$ cat config.mk
export PLATFORM = sky130hd
export DESIGN_NAME = instr_fetch_unit
export DESIGN_NICKNAME = d
export VERILOG_FILES = /design/src/rtl/instr_fetch_unit.sv
export SDC_FILE = /design/constraint.sdc
export NUM_CORES = 1
export LEC_CHECK = 0
export BUFFER_PORTS_ARGS = -buffer_cell sky130_fd_sc_hd__buf_2
export CORE_MARGIN = 2
export CORE_UTILIZATION = 30
export CTS_CLUSTER_DIAMETER = 100
export DETAILED_ROUTE_END_ITERATION = 7
export HOLD_SLACK_MARGIN = 0.02
export SYNTH_ARGS = -nofsm -noshare
export SYNTH_HDL_FRONTEND = slang
export SYNTH_SLANG_ARGS = --single-unit
$ cat constraint.sdc
create_clock -name clk -period 3.7 [get_ports clk]
set_input_delay 0.74 -clock clk [delete_from_list [all_inputs] [get_ports clk]]
set_output_delay 0.74 -clock clk [all_outputs]
set_load 0.05 [all_outputs]
$ cat src/rtl/instr_fetch_unit.sv
// Instruction fetch unit: owns the PC, fetches words over a req/rvalid handshake and hands them to the decoder.
// Optional feature macro FETCH_MISALIGN_TRAP_EN: misaligned next PC traps instead of being force-aligned.
module instr_fetch_unit #(
    parameter logic [31:0] RESET_PC  = 32'h0000_0000,
    parameter logic [31:0] NOP_INSTR = 32'h0000_0013
) (
    input  logic        clk,
    input  logic        rst_n,
    output logic        imem_req,
    output logic [31:0] imem_addr,
    input  logic        imem_rvalid,
    input  logic [31:0] imem_rdata,
    output logic        instr_valid,
    input  logic        instr_ready,
    output logic [31:0] instr,
    output logic [31:0] pc,
    output logic [31:0] pc_plus4,
    input  logic        pc_src,
    input  logic [31:0] imm_ext,
    output logic        fetch_trap,
    output logic [31:0] instr_count
);

    typedef enum logic [1:0] {S_REQ, S_WAIT, S_HOLD, S_TRAP} state_t;

    state_t      state_q;
    logic [31:0] pc_q, instr_q, count_q;
    logic        req_q, valid_q, trap_q;

    logic        commit;
    logic        misalign;
    logic [31:0] next_pc_raw, next_pc;

    assign commit      = (state_q == S_HOLD) && valid_q && instr_ready;
    assign next_pc_raw = pc_src ? (pc_q + imm_ext) : (pc_q + 32'd4);

`ifdef FETCH_MISALIGN_TRAP_EN
    assign next_pc  = next_pc_raw;
    assign misalign = |next_pc_raw[1:0];
`else
    assign next_pc  = {next_pc_raw[31:2], 2'b00};
    assign misalign = 1'b0;
`endif

    // S_REQ with req_q low only happens right after reset: raise the request one cycle later
    // so every output holds its reset value while rst_n is asserted.
    always_ff @(posedge clk) begin
        if (!rst_n) begin
            state_q <= S_REQ;
            pc_q    <= RESET_PC;
            instr_q <= NOP_INSTR;
            count_q <= 32'd0;
            req_q   <= 1'b0;
            valid_q <= 1'b0;
            trap_q  <= 1'b0;
        end else begin
            case (state_q)
                S_REQ: begin
                    if (req_q) begin
                        req_q   <= 1'b0;
                        state_q <= S_WAIT;
                    end else begin
                        req_q   <= 1'b1;
                    end
                end
                S_WAIT: begin
                    if (imem_rvalid) begin
                        instr_q <= imem_rdata;
                        valid_q <= 1'b1;
                        state_q <= S_HOLD;
                    end
                end
                S_HOLD: begin
                    if (commit) begin
                        pc_q    <= next_pc;
                        valid_q <= 1'b0;
                        instr_q <= NOP_INSTR;
                        count_q <= count_q + 32'd1;
                        if (misalign) begin
                            trap_q  <= 1'b1;
                            state_q <= S_TRAP;
                        end else begin
                            req_q   <= 1'b1;
                            state_q <= S_REQ;
                        end
                    end
                end
                S_TRAP: begin
                    req_q   <= 1'b0;
                    valid_q <= 1'b0;
                end
                default: state_q <= S_REQ;
            endcase
        end
    end

    assign imem_req    = req_q;
    assign imem_addr   = pc_q;
    assign instr_valid = valid_q;
    assign instr       = instr_q;
    assign pc          = pc_q;
    assign pc_plus4    = pc_q + 32'd4;
    assign fetch_trap  = trap_q;
    assign instr_count = count_q;

endmodule

After elaboration in Yosys (flattened, before gate mapping)
Index checks and enable logic that the tools add are counted.
W data, S select, Z words.
{ "word_totals": {"regBits": 98, "in_bits": 69, "output_inout_bits": 163} }
{ "classes": {"n_addsub": 3, "eq_ne": 6, "muxes": 14, "n_reduce_logical": 12} }
{ "ops": {"columns": ["cell", "n"], "rows": [
  ["$mux W32", 3],
  ["$pmux W32 S2", 1],
  ["$add A32 B1 Y32 const B", 1],
  ["$add A32 B3 Y32 const B", 1],
  ["$add A32 B32 Y32", 1],
  ["$reduce_bool A3 Y1", 3],
  ["$mux W2", 3],
  ["$ne A2 B2 Y1 const B", 3],
  ["$pmux W1 S3", 2],
  ["$pmux W2 S3", 1],
  ["$reduce_and A3 Y1", 2],
  ["$eq A2 B2 Y1 const B", 2],
  ["$mux W1", 4],
  ["$reduce_and A2 Y1", 2],
  ["$reduce_and A4 Y1", 1],
  ["$eq A2 B1 Y1 const B", 1],
  ["$logic_and A1 B1 Y1", 2],
  ["$logic_not A2 Y1", 1],
  ["$reduce_bool A2 Y1", 1]
]} }

Logic depth before layout (Yosys ltp)
{ "logic_depth": {"depth_word": 5, "mapped_depth": 10, "mapped_depth_nobuf": 9} }

Worst setup path before layout
OpenSTA, ideal clock, no wires.
{ "synth_path": {"kind": "flip-flop to output port", "from": "reg pc_q[3] (netlist: imem_addr[3])", "to": "out pc_plus4[28]", "arrival_time_ns": 2.841, "required_time_ns": 2.960, "path_slack_ns": 0.119, "path_stages_with_launch": 8, "path_cell_list": "dfxtp_1 -> ha_1 -> nand3_2 -> nor3_1 -> and2_1 -> buf_2 -> nand3_1 -> xnor2_1"} }
{ "synth_between": {"elab_chain_len": 1} }
{ "synth_rtl": {"columns": ["element", "line_no", "rtl"], "rows": [
  ["start, declared", "27", "logic [31:0] pc_q, instr_q, count_q;"],
  ["start signal, assigned", "75", "pc_q <= next_pc;"],
  ["$add A32 B3 Y32", "102", "assign pc_plus4 = pc_q + 32'd4;"],
  ["end, declared", "17", "output logic [31:0] pc_plus4,"]
]} }
Every way passes these cells.

Worst setup path in the final report
{ "layout_path": {"from": "reg pc_q[3] (netlist: imem_addr[3])", "to": "out pc_plus4[30]"} }
Same word-level chain as after synthesis.

==> flow_summary.yaml <==
place:
  port_buffers: 222
  dp_hpwl_um: 15100
  routabilityCongestion: 0.863
  place_area_um2: 7820
timing:
  rsz0062_at_grt: "false"
  tightest_slew_ns: 0.892
  period_share: 0.917
  clock-skew-final_ns: 0.0165
  fin_setup_tns_ns: 0
  relSlewSlack: 0.390
  drv_slew: 0
  hold_violations: 0
  final.min_clock_period_ns: 3.39
  setup_viol: 0
  max_freq_mhz: 295
die:
  die-area_um2: 23500
  start_util: 0.306
  die_x_um: 153
  core_um2: 21800
  num_io_pins: 232
  die_h_um: 153
  rows: 54
yosys:
  synth-compound-area-share: 0.230
  synth_largest_area_cell: "dfxtp_1"
  yosysSeqAreaShare: 0.294
  synth_top_family_by_area: "compound AO/OA/AOI/OAI gates"
  synth-xor-area-share: 0.101
  synth_warnings: 0
  synthesis.area_um2: 6680
  async_reset_ff_frac: 0
  yosys-top-cells-area: "dfxtp_1 29%, ha_1 6.9%, nor2_1 6.0%"
  yosysMostFrequentCell: "nor2_1"
  yosys_most_used_dff: "dfxtp_1"
  yosys-top-cells-count: "107 x nor2_1, 98 x dfxtp_1, 56 x nand2_1, 53 x a21oi_1, 45 x xor2_1"
  synth_mux_area_frac: 0.0139
  syn_area_per_cell_um2: 7.99
  synth_adder_area_share: 0.0723
  synth_seq_cells: 98
  synth_top_area_share: 0.294
  synthCells: 836
  synth-edff-count: 0
  ys_types: 64
  synth-simple-area-share: 0.210
worst_setup_path:
  worstSetupEndpointType: "primary output"
  cp.arrival_ns: 2.65
  ff2ff_setup_slack_ns: 0.88
  path_max_fanout: 9
  r2r_start: "imem_addr[2]"
  worst-r2r-cell-count: 9
  critPathLaunchType: "flop"
  required_ns: 2.96
  r2r-end: "imem_addr[28]"
  crit_type: "reg2out"
detailed_routing:
  wl_per_cell_um: 15.9
  drc_errors: 0
  vias_per_cell: 5.15
  vias: 6659
  antenna_left: 0
  first_pass_iters: 5
  drt_iter0_markers: 357
  drt_wl_total_um: 20500
global_route:
  grt_max_degree: 61
  antenna_found_initial: 1
  grt_pass1_vias: 6031
  grt_usage: 0.167
  grt-ovfl-total: 0
  grt_pass1_wl_um: 32400
clock_network:
  numCtsBuffers: 9
  cts_setup_buffers: 0
  cts_buffer_depth: 2
  clk_pin_slew_ns: 0.08
  clock-sinks: 98
  cts_tree: "done"
  cts_root_buffer: "clkbuf_16"
  htreeDepth: 3
  insertion_delay_ns: 0.36
  hold_buffers: 0
power_and_ir_drop:
  pwr-share-seq: 0.345
  cellInternalPower_w: 0.00213
  p_per_area_nw_per_um2: 456
  ir_drop_uv: 374
  switching_power_w: 0.00159
  power.leakage_nw: 3.82
  combPwrFrac: 0.377
  clock_power_share: 0.278
  switching_share: 0.427
  power_w: 0.00371
layout:
  nets: 1116
  synthToLayoutAreaGrowth_pct: 22.0
  num_antenna_cells: 0
  postLayoutCellArea_um2: 8140
  drive_gt1_frac: 0.277
worst_hold_path:
  worstHoldStart: "instr[1]"
  holdPathStages: 2
  min_to: "instr[1]"
  hold_path_class: "reg2reg"
run:
  drv_cap: 0
run_status:
  outcome: "complete, no violations"
## repair_timing
| action | CTS | global route |
|---|---|---|
| resized for setup | 0 | 2 |
| hold endpoints to repair | 0 | 0 |
| endpoints found under the setup margin | 0 | 4 |
## final cells by class
type                            count  area, um^2
Clock buffer                        9         225
Clock inverter                      7        92.6
Fill cell                        2278       13700
Inverter                           16        60.1
Multi-Input combinational cell    648        4230
Sequential cell                    98        1960
Tap cell                          280         350
Timing Repair Buffer              236        1230
## cells in the final DEF, fill, tap and decap left out, types with 32 or more instances in the layout
cell type	n
buf_2	222
xor2_1	45
dfxtp_1	98
ha_1	36
nor2_1	106
o21ai_0	43
nand2_1	56
nand3_1	39
xnor2_1	32
a21oi_1	53
a22oi_1	36
## cell families after synthesis
group | after synthesis
buffers and inverters | 96
muxes | 9
xor gates and xnor gates | 77
adders and majority gates | 38
other | 1
DFF | 98
AOI/OAI and AO/OA | 226
and+or+nand+nor | 291
## metrics by stage
| step | worst slack, ns | std cells | util | hold WS, ns |
|---|---|---|---|---|
| final | 0.308 | 1294 | 0.373 | 0.474 |
| after global routing | 0.0406 | 1294 | 0.373 | 0.510 |
| after CTS | 0.157 | 1294 | 0.373 | 0.477 |
| after detailed placement | 0.462 | 1278 | 0.358 | 0.457 |
| after global placement | 0.477 | 1278 | 0.358 | 0.449 |
| after floorplan | 0.119 | 842 | - | 0.514 |
## routing by layer
layer	vias to the layer above	track usage	part of all wire
li1	3318	-	-
met1	3084	0.228	0.45
met5	-	0	0
met2	231	0.264	0.46
met3	26	0.0363	0.074
met4	0	0.0494	0.017
## worst max-delay path, cell delays in order, from the launching register on
cell     delay, ns
dfxtp_1       0.51
ha_2          0.32
nand3_2       0.16
nor3_1        0.31
and2_2        0.30
nand3_1       0.11
xnor2_1       0.26
buf_2         0.32
## power groups by stage
stage | logic [W] | registers [W] | clock network, W
after floorplan | 0.000637 | 0.00175 | 0
after global placement | 0.00140 | 0.00130 | 0
after detailed placement | 0.00140 | 0.00130 | 0
after CTS | 0.00141 | 0.00128 | 0.00106
after global routing | 0.00152 | 0.00130 | 0.00111
final | 0.00140 | 0.00128 | 0.00103
## worst max-delay path by stage
stage / startpoint / endpoint / slack (ns) / cells past startpoint
after floorplan: imem_addr[3] / pc_plus4[28] / 0.12 / 7
after global placement: imm_ext[2] / imem_addr[28] / 0.48 / 10
after detailed placement: imm_ext[2] / imem_addr[28] / 0.46 / 10
after CTS: imem_addr[3] / pc_plus4[30] / 0.16 / 7
after global routing: imem_addr[3] / pc_plus4[30] / 0.04 / 7
final: imem_addr[3] / pc_plus4[30] / 0.31 / 7
## flip-flops by register name, indices dropped and copies added, names as in the netlist
signal	flops
imem_req	1
imem_addr	30
instr_count	32
state_q	2
instr	32
instr_valid	1
No activity file was read; power rests on OpenSTA's default activity.
